$ cat config.mk
export PLATFORM = sky130hd
export DESIGN_NAME = hazard_ctrl
export DESIGN_NICKNAME = d
export VERILOG_FILES = /design/src/rtl/hazard_pkg.sv /design/src/rtl/hazard_perf_cnt.sv /design/src/rtl/hazard_ctrl.sv
export SDC_FILE = /design/constraint.sdc
export NUM_CORES = 1
export LEC_CHECK = 0
export BUFFER_PORTS_ARGS = -buffer_cell sky130_fd_sc_hd__buf_2
export CAP_MARGIN = 10
export CORE_UTILIZATION = 39
export DETAILED_ROUTE_END_ITERATION = 7
export PLACE_DENSITY = 0.87
export SLEW_MARGIN = 20
export SYNTH_ARGS = -nofsm -noshare
export SYNTH_HDL_FRONTEND = slang
export SYNTH_SLANG_ARGS = --single-unit
$ cat constraint.sdc
create_clock -name clk -period 2.06 [get_ports clk]
set_input_delay 0.412 -clock clk [delete_from_list [all_inputs] [get_ports clk]]
set_output_delay 0.412 -clock clk [all_outputs]
set_load 0.01 [all_outputs]
$ cat src/rtl/hazard_pkg.sv
// Shared types and constants for the pipeline hazard controller.
// Latency: n/a (types only).
// Backpressure: n/a (types only).
package hazard_pkg;

  // Controller FSM states.
  typedef enum logic [1:0] {
    RUN      = 2'd0,
    MEM_WAIT = 2'd1,
    ERR      = 2'd2
  } hz_state_t;

  // x0 is hard-wired to zero, so a write to it never creates a dependency.
  localparam logic [4:0] REG_X0 = 5'd0;

  // ID/EX control bundle. A bubble replaces it with all-zero controls.
  typedef struct packed {
    logic       reg_write;
    logic       mem_read;
    logic       mem_write;
    logic       branch;
    logic       jump;
    logic       alu_src;
    logic [1:0] wb_sel;
  } id_ex_ctrl_t;

  localparam id_ex_ctrl_t NOP_CTRL = '0;

  // Applies bubble_ex to a decoded control bundle on its way into ID/EX.
  function automatic id_ex_ctrl_t apply_bubble(input id_ex_ctrl_t ctrl, input logic bubble);
    return bubble ? NOP_CTRL : ctrl;
  endfunction

endpackage

$ cat src/rtl/hazard_perf_cnt.sv
// Free-running event counter with enable; wraps modulo 2^CNT_W.
// Latency: count reflects an enabled cycle after the following clock edge.
// Backpressure: none; counts every enabled cycle.
// Ports: clk, rst (sync, active-high), en (count this cycle), cnt (current value).
module hazard_perf_cnt #(
  parameter int CNT_W = 32
) (
  input  logic             clk,
  input  logic             rst,
  input  logic             en,
  output logic [CNT_W-1:0] cnt
);

  logic [CNT_W-1:0] cnt_q;
  logic [CNT_W-1:0] cnt_d;

  always_comb begin
    cnt_d = cnt_q;
    if (en) begin
      cnt_d = cnt_q + CNT_W'(1);
    end
  end

  always_ff @(posedge clk) begin
    if (rst) begin
      cnt_q <= '0;
    end else begin
      cnt_q <= cnt_d;
    end
  end

  assign cnt = cnt_q;

endmodule

$ cat src/rtl/hazard_ctrl.sv
// Pipeline hazard controller: load-use interlock, taken-branch flush, data-memory wait-states.
// Latency: strobes are combinational from registered state and current-cycle inputs.
// Backpressure: a memory wait freezes the whole front end (stall_mem) until mem_ready.
// Ports: clk, rst (sync, active-high); ID/EX/MEM hazard inputs; strobes stall_if, bubble_ex,
//   flush_ifid, stall_mem; sticky mem_err; perf counters cnt_stall/cnt_flush.
// Build option: define HAZARD_PERF_CNT_EN to build the perf counters, else they read 0.
module hazard_ctrl
  import hazard_pkg::*;
#(
  parameter int MEM_TIMEOUT = 16,
  parameter int CNT_W       = 32
) (
  input  logic             clk,
  input  logic             rst,
  input  logic [4:0]       id_rs1,
  input  logic [4:0]       id_rs2,
  input  logic             id_uses_rs1,
  input  logic             id_uses_rs2,
  input  logic [4:0]       ex_rd,
  input  logic             ex_MemRead,
  input  logic             ex_branch_tkn,
  input  logic             mem_req,
  input  logic             mem_ready,
  output logic             stall_if,
  output logic             bubble_ex,
  output logic             flush_ifid,
  output logic             stall_mem,
  output logic             mem_err,
  output logic [CNT_W-1:0] cnt_stall,
  output logic [CNT_W-1:0] cnt_flush
);

  localparam int WCNT_W = $clog2(MEM_TIMEOUT + 1);

  hz_state_t         state_q, state_d;
  logic [WCNT_W-1:0] wait_cnt_q, wait_cnt_d;
  logic              mem_err_q, mem_err_d;

  logic load_use;
  logic mem_miss;

  assign load_use = ex_MemRead && (ex_rd != REG_X0) &&
                    ((id_uses_rs1 && (id_rs1 == ex_rd)) ||
                     (id_uses_rs2 && (id_rs2 == ex_rd)));
  assign mem_miss = mem_req && !mem_ready;

  always_comb begin
    state_d    = state_q;
    wait_cnt_d = wait_cnt_q;
    mem_err_d  = mem_err_q;
    stall_if   = 1'b0;
    bubble_ex  = 1'b0;
    flush_ifid = 1'b0;
    stall_mem  = 1'b0;

    case (state_q)
      RUN: begin
        if (mem_miss) begin
          // The first missed cycle already counts as one wait-state.
          stall_mem  = 1'b1;
          state_d    = MEM_WAIT;
          wait_cnt_d = WCNT_W'(1);
        end else if (ex_branch_tkn) begin
          // Kill the wrong-path instructions in IF/ID and ID; PC takes the target.
          flush_ifid = 1'b1;
          bubble_ex  = 1'b1;
        end else if (load_use) begin
          stall_if  = 1'b1;
          bubble_ex = 1'b1;
        end
      end
      MEM_WAIT: begin
        // EX/ID are frozen, so their hazards are re-evaluated after the thaw.
        stall_mem = 1'b1;
        if (mem_ready) begin
          state_d    = RUN;
          wait_cnt_d = '0;
        end else begin
          // wait_cnt counts completed wait-state cycles; it stops at MEM_TIMEOUT.
          wait_cnt_d = wait_cnt_q + WCNT_W'(1);
          if (wait_cnt_d == WCNT_W'(MEM_TIMEOUT)) begin
            state_d   = ERR;
            mem_err_d = 1'b1;
          end
        end
      end
      ERR: begin
        stall_mem = 1'b1;
      end
      default: begin
        state_d = RUN;
      end
    endcase

    if (rst) begin
      stall_if   = 1'b0;
      bubble_ex  = 1'b0;
      flush_ifid = 1'b0;
      stall_mem  = 1'b0;
    end
  end

  always_ff @(posedge clk) begin
    if (rst) begin
      state_q    <= RUN;
      wait_cnt_q <= '0;
      mem_err_q  <= 1'b0;
    end else begin
      state_q    <= state_d;
      wait_cnt_q <= wait_cnt_d;
      mem_err_q  <= mem_err_d;
    end
  end

  assign mem_err = mem_err_q && !rst;

`ifdef HAZARD_PERF_CNT_EN
  logic [CNT_W-1:0] stall_cnt;
  logic [CNT_W-1:0] flush_cnt;

  hazard_perf_cnt #(.CNT_W(CNT_W)) u_stall_cnt (
    .clk (clk),
    .rst (rst),
    .en  (stall_if || stall_mem),
    .cnt (stall_cnt)
  );

  hazard_perf_cnt #(.CNT_W(CNT_W)) u_flush_cnt (
    .clk (clk),
    .rst (rst),
    .en  (flush_ifid),
    .cnt (flush_cnt)
  );

  // Counters are registered; mask them so every output reads 0 while rst is held.
  assign cnt_stall = rst ? '0 : stall_cnt;
  assign cnt_flush = rst ? '0 : flush_cnt;
`else
  assign cnt_stall = '0;
  assign cnt_flush = '0;
`endif

endmodule

Yosys cells after proc, flatten, opt, wreduce, memory -nomap -nowiden
Index checks and enable logic that the tools add are counted.
{"block": "totals", "ff_bits": 8}
{"block": "op_classes", "add_sub_neg": 1, "n_eq_ne": 7, "mux": 23, "bitwise": 2, "reduce_logical": 16}
{"op": "two-way mux 1 bit", "n": 15}
{"op": "equality test 5 bit", "n": 2}
{"op": "two-way mux 5 bit", "n": 2}
{"op": "case mux 5 bit (2 select lines)", "n": 1}
{"op": "logical AND 1 bit", "n": 6}
{"op": "two-way mux 2 bit", "n": 3}
{"op": "case mux 2 bit (3 select lines)", "n": 1}
{"op": "AND reduction 3 bit", "n": 2}
{"op": "adder 5 x 1 -> 5 bit (second input constant)", "n": 1}
{"op": "equality test 5 bit (second input constant)", "n": 1}
{"op": "nonzero test 5 bit", "n": 1}
{"op": "inequality test 3 bit (second input constant)", "n": 1}
{"op": "equality test 2 x 1 -> 1 bit (second input constant)", "n": 1}
{"op": "equality test 2 bit (second input constant)", "n": 1}
{"op": "zero test 1 bit", "n": 2}
{"op": "zero test 2 bit", "n": 1}
{"op": "inequality test 2 bit (second input constant)", "n": 1}
{"op": "NOT 1 bit", "n": 2}
{"op": "case mux 1 bit (2 select lines)", "n": 1}
{"op": "AND reduction 2 bit", "n": 1}
{"op": "nonzero test 2 bit", "n": 1}
{"op": "OR reduction 2 bit", "n": 1}
{"op": "logical OR 1 bit", "n": 1}

Longest topological paths before layout
Gate-level depths: netlist of run 1.
{"block": "logic_depth", "word_depth": 9, "mapped_depth": 7}

Worst setup path before layout of run 1
Ideal clock, no wire load.
{"block": "synth_timing", "path_type": "input port to output port", "startpoint": "input ex_rd[1]", "endpoint": "output bubble_ex", "arrival_time_ns": 1.254, "required_ns": 1.648, "setup_slack_ns": 0.394, "stages": 3, "cell_sequence": "or4_1 -> o2111ai_1 -> nand2b_1"}
{"block": "synth_via", "elab_chain_cells": 9}
{"element": "start: declaration", "line": "hazard_ctrl.sv:19", "source": "input logic [4:0] ex_rd,"}
{"element": "equality test 5 bit, on equally long branches", "line": "hazard_ctrl.sv:43, hazard_ctrl.sv:44"}
{"element": "logical AND 1 bit, on equally long branches", "line": "hazard_ctrl.sv:43, hazard_ctrl.sv:44"}
{"element": "logical OR 1 bit", "line": "hazard_ctrl.sv:43", "source": "((id_uses_rs1 && (id_rs1 == ex_rd)) ||"}
{"element": "logical AND 1 bit (*)", "line": "hazard_ctrl.sv:42", "source": "assign load_use = ex_MemRead && (ex_rd != REG_X0) &&"}
{"element": "two-way mux 1 bit (*)", "line": "hazard_ctrl.sv:67", "source": "end else if (load_use) begin"}
{"element": "two-way mux 1 bit (*)", "line": "hazard_ctrl.sv:63", "source": "end else if (ex_branch_tkn) begin"}
{"element": "two-way mux 1 bit (*)", "line": "hazard_ctrl.sv:58", "source": "if (mem_miss) begin"}
{"element": "two-way mux 1 bit (*)", "line": "hazard_ctrl.sv:56", "source": "case (state_q)"}
{"element": "two-way mux 1 bit (*)", "line": "hazard_ctrl.sv:95", "source": "if (rst) begin"}
{"element": "end: declaration", "line": "hazard_ctrl.sv:25", "source": "output logic bubble_ex,"}
Every way passes the cells marked *; elsewhere a longest branch is shown, timed or not.

Final worst setup path of run 1
Same ends and word-level chain as after synthesis.

==> flow_metrics.env, run 1 <==
export IMPL_fillCellCount=313
export IMPL_synthTopCellsByArea="buf_4 42%, dfxtp_1 14%, xnor2_1 7.6%"
export IMPL_track_usage_pct=10.9
export IMPL_power_frac_seq_pct=33.7
export IMPL_core_region_area_mm2=0.00278
export IMPL_rows=19
export IMPL_vias_per_cell=4.01
export IMPL_hold_violations=0
export IMPL_antenna_found_initial=0
export IMPL_period_needed_ps=1930
export IMPL_drt_pass1_iter_count=3
export IMPL_ys_ff_latch=8
export IMPL_ant_nets=0
export IMPL_finalWorstSetupSlack_ps=125
export IMPL_synth_mux_area_fraction_pct=0.871
export IMPL_max_freq_mhz=517
export IMPL_power_density_mw_per_mm2=478
export IMPL_required_ps=1650
export IMPL_multi_input_area_um2=723
export IMPL_cts_buffer_depth=2
export IMPL_dieArea_mm2=0.00317
export IMPL_htree_levels=1
export IMPL_power_share_combinational_pct=43.3
export IMPL_synth_xor_area_share_pct=8.38
export IMPL_dp_hpwl_mm=1.49
export IMPL_reg2reg_depth=6
export IMPL_place_gp_congestion=0.775
export IMPL_synth_seq_area_share_pct=13.9
export IMPL_drcViolationCount=0
export IMPL_max_vdd_ir_drop_v=0.000382
export IMPL_pre_cts_slack_ps=121
export IMPL_start_util_pct=41.3
export IMPL_synth_distinct_cells=35
export IMPL_cts_setup_buffers=0
export IMPL_hold_depth=2
export IMPL_internal_power_w=0.000313
export IMPL_finClkSkew_ps=7.26
export IMPL_cts_clk_slew_worst_paths_ps=60
export IMPL_synth_fa_ha_area_share_pct=5.44
export IMPL_die_h_um=56.3
export IMPL_end_kind="primary output"
export IMPL_power_switching_w=0.000216
export IMPL_antennaDiodeCount=0
export IMPL_routed_wl_mm=1.72
export IMPL_final_common_cell="conb_1"
export IMPL_p_leak_nw=0.577
export IMPL_worstHoldPathType="input pin to flip-flop"
export IMPL_crit_type="input pin to primary output"
export IMPL_wl_per_cell_um=8.31
export IMPL_synth_top_family_by_area="buffers and inverters"
export IMPL_synth_area_mm2=0.00115
export IMPL_grt_first_pass_wirelength_mm=2.77
export IMPL_yosys_warnings=0
export IMPL_synthSimpleGateAreaFrac_pct=15.0
export IMPL_max_cap_violations=0
export IMPL_synth_top_cell_by_area="buf_4"
export IMPL_dieWidth_um=56.3
export IMPL_ctsHoldBuffers=0
export IMPL_cts_tree="done"
export IMPL_netlist_instances=147
export IMPL_p_sw_share_pct=40.9
export IMPL_clk_latency_ps=260
export IMPL_startpoint_type="input pin"
export IMPL_slowest_stage="or4_1"
export IMPL_cpLargestDelayFamily="simple AND/OR/NAND/NOR gates"
export IMPL_rsz0062_at_grt="false"
export IMPL_drt_iter0_drc=9
export IMPL_final_cell_mix="64 x conb_1, 27 x buf_2, 10 x xnor2_1"
export IMPL_drive_above_1_share_pct=21.6
export IMPL_register_area_um2=160
export IMPL_worst_path_stages=5
export IMPL_cts_made_buffers=3
export IMPL_overflow=0
export IMPL_finalNetCount=206
export IMPL_synth_compound_area_share_pct=12.3
export IMPL_cts_num_sinks=8
export IMPL_grt_pass1_vias=687
export IMPL_avgSynthCellArea_um2=7.82
export IMPL_io_pin_count=92
export IMPL_fin_crit_sh_pct=93.9
export IMPL_cpMostUsedCell="buf_2"
export IMPL_path_buf_inv=2
export IMPL_path_cells="buf_2 -> or4_1 -> o2111ai_1 -> nand2b_1 -> buf_2"
export IMPL_critPathMaxFanout=3
export IMPL_synth_top_area_share_pct=41.8
export IMPL_grt_max_degree=13
export IMPL_maxSlewViolCount=0
export IMPL_postCtsResizedCells=0
export IMPL_final_setup_viol_count=0
export IMPL_vias=831
export IMPL_slowest_delay_ps=530
export IMPL_fin_tns_setup_ps=0
export IMPL_area_delta_synth_final_pct=-3.81
export IMPL_power_frac_clock_pct=23.0
export IMPL_port_buffers=27
export IMPL_outcome="complete, no violations"
export IMPL_cts_root_buffer="clkbuf_4"
export IMPL_arrival_ps=1520
[final timing paths]
| path | from | end | slack, ps |
|---|---|---|---|
| min reg2reg | mem_err_q | mem_err_q | 470 |
| max reg2reg | state_q[0] | wait_cnt_q[2] | 400 |
| max | ex_rd[1] | bubble_ex | 130 |
| min | rst | wait_cnt_q[1] | 470 |
[per-stage QoR]
stage	total power [W]	cell area, µm²	hold WS, ps	utilization (%)	cells
after floorplan	0.000437	1390	429	-	210
after global placement	0.000404	1080	443	39.0	204
after detailed placement	0.000411	1080	457	39.0	204
after CTS	0.000533	1110	469	39.8	207
after global routing	0.000569	1110	491	39.8	207
final	0.000529	1110	466	39.8	207
[state kept, by name (all words and copies together), names as in the netlist]
register and count:
wait_cnt_q 5, state_q 2, mem_err_q 1
[cell usage after synthesis]
cell        n
o2111ai_1   1
nand4_1     2
and2_1      1
nand3b_1    1
buf_4      64
a21oi_1     8
nor2b_1     3
a211oi_1    1
dfxtp_1     8
xnor2_1    10
o221a_2     1
a22oi_1     1
or4_1       2
nand3_1     3
nand2b_1    4
nor3_1      2
o22ai_1     1
conb_1      1
mux2i_1     1
a21oi_2     1
a31oi_1     1
clkbuf_1    1
ha_1        5
o21ai_2     1
o21ai_1     1
inv_1       5
nand2b_4    1
a211oi_2    1
a41oi_1     1
nand2_2     2
xor2_1      1
nand2_1     3
o21ai_0     2
or3_1       1
nor2_1      5
[metal layers]
layer / up-vias / wire length [µm] / track usage, %
met4: 0 / 17 / 3.83
met3: 4 / 86 / 2.76
li1: 417 / - / -
met2: 37 / 936 / 19.9
met1: 373 / 680 / 12.1
met5: - / 0 / 0
[cell families after synthesis]
kind of cell	Yosys count
buffers and inverters	70
other	1
AOI/OAI and AO/OA	21
adders and majority gates	5
and+or+nand+nor	30
xor gates and xnor gates	11
DFF	8
muxes	1
[final cells by class]
class | count | area share (%)
inverter | 5 | 1.70
tap | 31 | 3.51
multi-input combinational | 132 | 65.4
sequential | 8 | 14.5
timing repair buffer | 28 | 12.9
clock buffer | 3 | 2.04
[power groups by stage]
stage | clock network, W | logic (W) | registers [W]
floorplan | 0 | 0.000259 | 0.000178
global placement | 0 | 0.000223 | 0.000181
detailed placement | 0 | 0.000229 | 0.000182
CTS | 0.000124 | 0.000230 | 0.000179
global route | 0.000128 | 0.000261 | 0.000180
finish | 0.000122 | 0.000229 | 0.000179
Note: power is estimated with default switching activity, not from simulation.
==> run 2, diff against run 1 <==
Settings changed: PLACE_DENSITY 0.87 to 0.89.
==> run 2 against run 1 <==
Compared with the run above:
- clock power is essentially flat
- final cell count is the same
- wire length grew 2.7%
- worst setup slack lost 6.6 ps
- total power shrank 0.19%
- worst hold slack gained 1.1 ps
- clock-buffer cell count is the same
- via count shrank 0.60%
==> flow_metrics.env, run 2 (synthesis gave the netlist of run 1 again) <==
export IMPL_r2r_end="wait_cnt_q[2]"
export IMPL_largest_reg_flops=5
export IMPL_p_leak_nw=0.577
export IMPL_drive_above_1_share_pct=22.2
export IMPL_fin_crit_sh_pct=94.2
export IMPL_hold_violations=0
export IMPL_cts_tree="done"
export IMPL_final_common_cell="conb_1"
export IMPL_drt_iter0_drc=2
export IMPL_required_ps=1650
export IMPL_max_cap_violations=0
export IMPL_max_freq_mhz=515
export IMPL_reg2reg_depth=7
export IMPL_r2r_slack_ps=420
export IMPL_overflow=0
export IMPL_wl_per_cell_um=8.54
export IMPL_rows=19
export IMPL_outcome="complete, no violations"
export IMPL_r2r_start="state_q[1]"
export IMPL_final_setup_viol_count=0
export IMPL_largest_register="wait_cnt_q"
export IMPL_path_cells="buf_2 -> or4_1 -> o2111ai_1 -> nand2b_1 -> buf_2"
export IMPL_power_density_mw_per_mm2=476
export IMPL_antenna_found_initial=0
export IMPL_arrival_ps=1530
export IMPL_slowest_stage="or4_1"
export IMPL_whs_endpoint="mem_err_q"
export IMPL_ant_nets=0
export IMPL_cts_made_buffers=3
export IMPL_drcViolationCount=0
export IMPL_total_power_w=0.000528
export IMPL_vias=826
export IMPL_antennaDiodeCount=0
export IMPL_dieWidth_um=56.3
export IMPL_min_from="mem_err_q"
export IMPL_crit_type="input pin to primary output"
export IMPL_cts_root_buffer="clkbuf_4"
export IMPL_cts_num_sinks=8
export IMPL_cpLargestDelayFamily="simple AND/OR/NAND/NOR gates"
export IMPL_dp_cells=204
export IMPL_port_buffers=27
export IMPL_drt_pass1_iter_count=3
export IMPL_grt_pass1_vias=650
export IMPL_core_region_area_mm2=0.00278
export IMPL_die_h_um=56.3
export IMPL_rsz0062_at_grt="false"
export IMPL_fin_tns_setup_ps=0
export IMPL_finalNetCount=206
export IMPL_critPathMaxFanout=3
export IMPL_hold_depth=2
export IMPL_cts_clk_slew_worst_paths_ps=50
export IMPL_max_vdd_ir_drop_v=0.000390
export IMPL_io_pin_count=92
export IMPL_largestRegisters="wait_cnt_q x5, state_q x2, mem_err_q x1"
export IMPL_cts_buffer_depth=2
export IMPL_maxSlewViolCount=0
export IMPL_startpoint_type="input pin"
export IMPL_final_cell_mix="64 x conb_1, 27 x buf_2, 10 x xnor2_1"
export IMPL_grt_max_degree=13
export IMPL_slowest_delay_ps=530
export IMPL_path_buf_inv=2
export IMPL_place_gp_congestion=0.714
export IMPL_period_needed_ps=1940
export IMPL_vias_per_cell=3.99
export IMPL_finalNonFillerCells=207
export IMPL_end_kind="primary output"
export IMPL_worstHoldPathType="flip-flop to flip-flop"
export IMPL_dieArea_mm2=0.00317
export IMPL_area_delta_synth_final_pct=-3.59
export IMPL_cpMostUsedCell="buf_2"
export IMPL_htree_levels=1
export IMPL_track_usage_pct=11.2
export IMPL_start_util_pct=41.3
export IMPL_ctsHoldBuffers=0
export IMPL_clk_latency_ps=250
export IMPL_finClkSkew_ps=1.30
export IMPL_grt_first_pass_wirelength_mm=2.82
export IMPL_dp_hpwl_mm=1.53
export IMPL_routed_wl_mm=1.77
run 2: changes by cell type in the layout (fill, tap and decap cells not counted):
cell	before	now
nor2_1	5	4
nor2_2	0	1
run 2: worst max path at each step:
stage,startpoint,slack [ps],cells after the start,to
2_1_floorplan,ex_rd[1],390,3,bubble_ex
3_3_place_gp,ex_rd[1],130,5,bubble_ex
3_5_place_dp,ex_rd[1],130,5,bubble_ex
4_1_cts,state_q[0],100,7,bubble_ex
5_1_grt,state_q[0],7,7,bubble_ex
6_report,ex_rd[1],120,5,bubble_ex
run 2: repair_timing:
item | 4_1_cts | 5_1_grt
gates resized for setup | 0 | 1
setup endpoints to repair | 0 | 2
setup buffers | 0 | 0
run 2: area by class of cell:
cell class / count / area (µm²)
sequential: 8 / 160
fill: 311 / 1670
timing repair buffer: 28 / 143
multi-input combinational: 132 / 726
clock buffer: 3 / 22.5
tap: 31 / 38.8
inverter: 5 / 18.8
run 2: per-stage QoR:
| stage | hold slack, ps | util [%] | instance area (µm²) | setup slack, ps |
|---|---|---|---|---|
| detailed placement | 461 | 39.0 | 1080 | 126 |
| floorplan | 429 | - | 1390 | 394 |
| CTS | 473 | 39.8 | 1110 | 101 |
| global route | 500 | 39.9 | 1110 | 6.75 |
| global placement | 445 | 39.0 | 1080 | 127 |
| finish | 467 | 39.9 | 1110 | 119 |
run 2: worst reg2reg max path, stage by stage, from the launching register on:
cell      delay (ps)
dfxtp_1          340
inv_1             80
ha_1             240
nand2b_1         180
a21oi_1          350
nor2b_1          170
o21ai_0           70
a21oi_1          140
run 2: power breakdown:
| part | leakage (nW) | internal, W | switching [W] |
|---|---|---|---|
| registers | 0.0649 | 0.000164 | 0.0000142 |
| logic | 0.499 | 0.0000824 | 0.000148 |
| clock network | 0.0138 | 0.0000666 | 0.0000524 |
run 2: layer usage:
layer	part of all wire (%)	wire length (µm)	GRT usage, %	vias up
met4	1.1	20	4.18	0
met1	42	738	13.3	366
li1	-	-	-	417
met5	0	0	0	-
met3	5.5	97	2.76	5
met2	52	912	19.2	38
==> run 3, diff against run 2 <==
Settings changed: REMOVE_ABC_BUFFERS from default to 1.
==> run 3 against run 2 <==
Compared with the run above:
- sequential share of layout area is essentially flat
- design area shrank 0.23%
- critical path type unchanged
- wire length shrank 8.8%
- sequential power is essentially flat
==> flow_metrics.env, run 3 (synthesis gave the netlist of run 1 again) <==
export IMPL_drive_above_1_share_pct=21.6
export IMPL_largest_register="wait_cnt_q"
export IMPL_vias_per_cell=3.98
export IMPL_drcViolationCount=0
export IMPL_start_util_pct=41.3
export IMPL_largestRegisters="wait_cnt_q x5, state_q x2, mem_err_q x1"
export IMPL_cts_made_buffers=3
export IMPL_drt_pass1_iter_count=3
export IMPL_startpoint_type="input pin"
export IMPL_use_met2_pct=16.5
export IMPL_power_frac_seq_pct=33.4
export IMPL_cts_tree="done"
export IMPL_outcome="complete, no violations"
export IMPL_antennaDiodeCount=0
export IMPL_rows=19
export IMPL_cts_root_buffer="clkbuf_4"
export IMPL_antenna_found_initial=0
export IMPL_overflow=0
export IMPL_vias=823
export IMPL_grtUsageMet3_pct=1.38
export IMPL_grt_busiest_layer="met2"
export IMPL_end_kind="primary output"
export IMPL_dieWidth_um=56.3
export IMPL_dieArea_mm2=0.00317
export IMPL_cts_clk_slew_worst_paths_ps=60
export IMPL_maxSlewViolCount=0
export IMPL_critPathMaxFanout=3
export IMPL_clk_latency_ps=260
export IMPL_drt_iter0_drc=11
export IMPL_hold_violations=0
export IMPL_grt_max_degree=13
export IMPL_fin_tns_setup_ps=0
export IMPL_finalWorstSetupSlack_ps=134
export IMPL_place_gp_congestion=0.796
export IMPL_crit_type="input pin to primary output"
export IMPL_period_needed_ps=1930
export IMPL_pre_cts_slack_ps=138
export IMPL_area_delta_synth_final_pct=-3.81
export IMPL_use_met1_pct=11.7
export IMPL_r2r_slack_ps=490
export IMPL_finalNetCount=206
export IMPL_arrival_ps=1510
export IMPL_routed_wl_mm=1.61
export IMPL_finClkSkew_ps=1.16
export IMPL_power_switching_w=0.000219
export IMPL_dp_hpwl_mm=1.40
export IMPL_track_usage_pct=9.70
export IMPL_grt_pass1_vias=595
export IMPL_max_vdd_ir_drop_v=0.000267
export IMPL_power_share_combinational_pct=42.8
export IMPL_port_buffers=27
export IMPL_p_leak_nw=0.577
export IMPL_max_cap_violations=0
export IMPL_final_setup_viol_count=0
export IMPL_largest_reg_flops=5
export IMPL_cts_buffer_depth=2
export IMPL_internal_power_w=0.000313
export IMPL_fin_crit_sh_pct=93.5
export IMPL_cts_num_sinks=8
export IMPL_grt_first_pass_wirelength_mm=2.46
export IMPL_ant_nets=0
export IMPL_final_common_cell="conb_1"
export IMPL_core_region_area_mm2=0.00278
export IMPL_rsz0062_at_grt="false"
export IMPL_max_freq_mhz=519
export IMPL_required_ps=1650
export IMPL_htree_levels=1
export IMPL_ctsHoldBuffers=0
export IMPL_power_density_mw_per_mm2=481
export IMPL_die_h_um=56.3
export IMPL_postCtsResizedCells=0
export IMPL_cts_setup_buffers=0
export IMPL_wl_per_cell_um=7.79
export IMPL_power_frac_clock_pct=23.8
export IMPL_io_pin_count=92
export IMPL_worstHoldPathType="input pin to flip-flop"
export IMPL_final_cell_mix="64 x conb_1, 27 x buf_2, 10 x xnor2_1"
export IMPL_p_sw_share_pct=41.2
==> run 3: area by class of cell <==
type | instances | area, µm²
tap | 31 | 38.8
sequential | 8 | 160
inverter | 5 | 18.8
timing repair buffer | 28 | 143
multi-input combinational | 132 | 723
fill | 299 | 1680
clock buffer | 3 | 22.5
==> run 3: worst paths after layout <==
kind	cells after the start	end	startpoint
hold / removal	2	state_q[1]	rst
setup / recovery	5	bubble_ex	ex_rd[1]
hold reg to reg	2	mem_err_q	mem_err_q
setup reg to reg	7	wait_cnt_q[2]	state_q[1]
==> run 3: power by group through the flow <==
stage | combinational [W] | sequential [W] | clock, W
4_1_cts | 0.000228 | 0.000178 | 0.000131
2_1_floorplan | 0.000166 | 0.000178 | 0
3_3_place_gp | 0.000222 | 0.000181 | 0
6_report | 0.000228 | 0.000178 | 0.000126
3_5_place_dp | 0.000227 | 0.000181 | 0
5_1_grt | 0.000253 | 0.000180 | 0.000139
==> run 3: per-stage QoR <==
| stage | total power [W] | hold WS [ps] | utilization, % | area, µm² | instances |
|---|---|---|---|---|---|
| 6_report | 0.000532 | 458 | 39.8 | 1110 | 207 |
| 5_1_grt | 0.000572 | 483 | 39.8 | 1110 | 207 |
| 4_1_cts | 0.000537 | 457 | 39.8 | 1110 | 207 |
| 3_5_place_dp | 0.000409 | 481 | 39.0 | 1080 | 204 |
| 3_3_place_gp | 0.000403 | 448 | 39.0 | 1080 | 204 |
| 2_1_floorplan | 0.000344 | 429 | - | 902 | 145 |
==> run 3: metal layers <==
metal	part of all wire (%)	wire length, µm	vias up
met1	41	669	359
met2	50	814	45
met4	1.5	25	0
li1	-	-	417
met5	0	0	-
met3	6.4	104	2
==> run 3: critical path, stage by stage <==
cell and delay, ps:
buf_2 120, or4_1 530, o2111ai_1 230, nand2b_1 80, buf_2 140
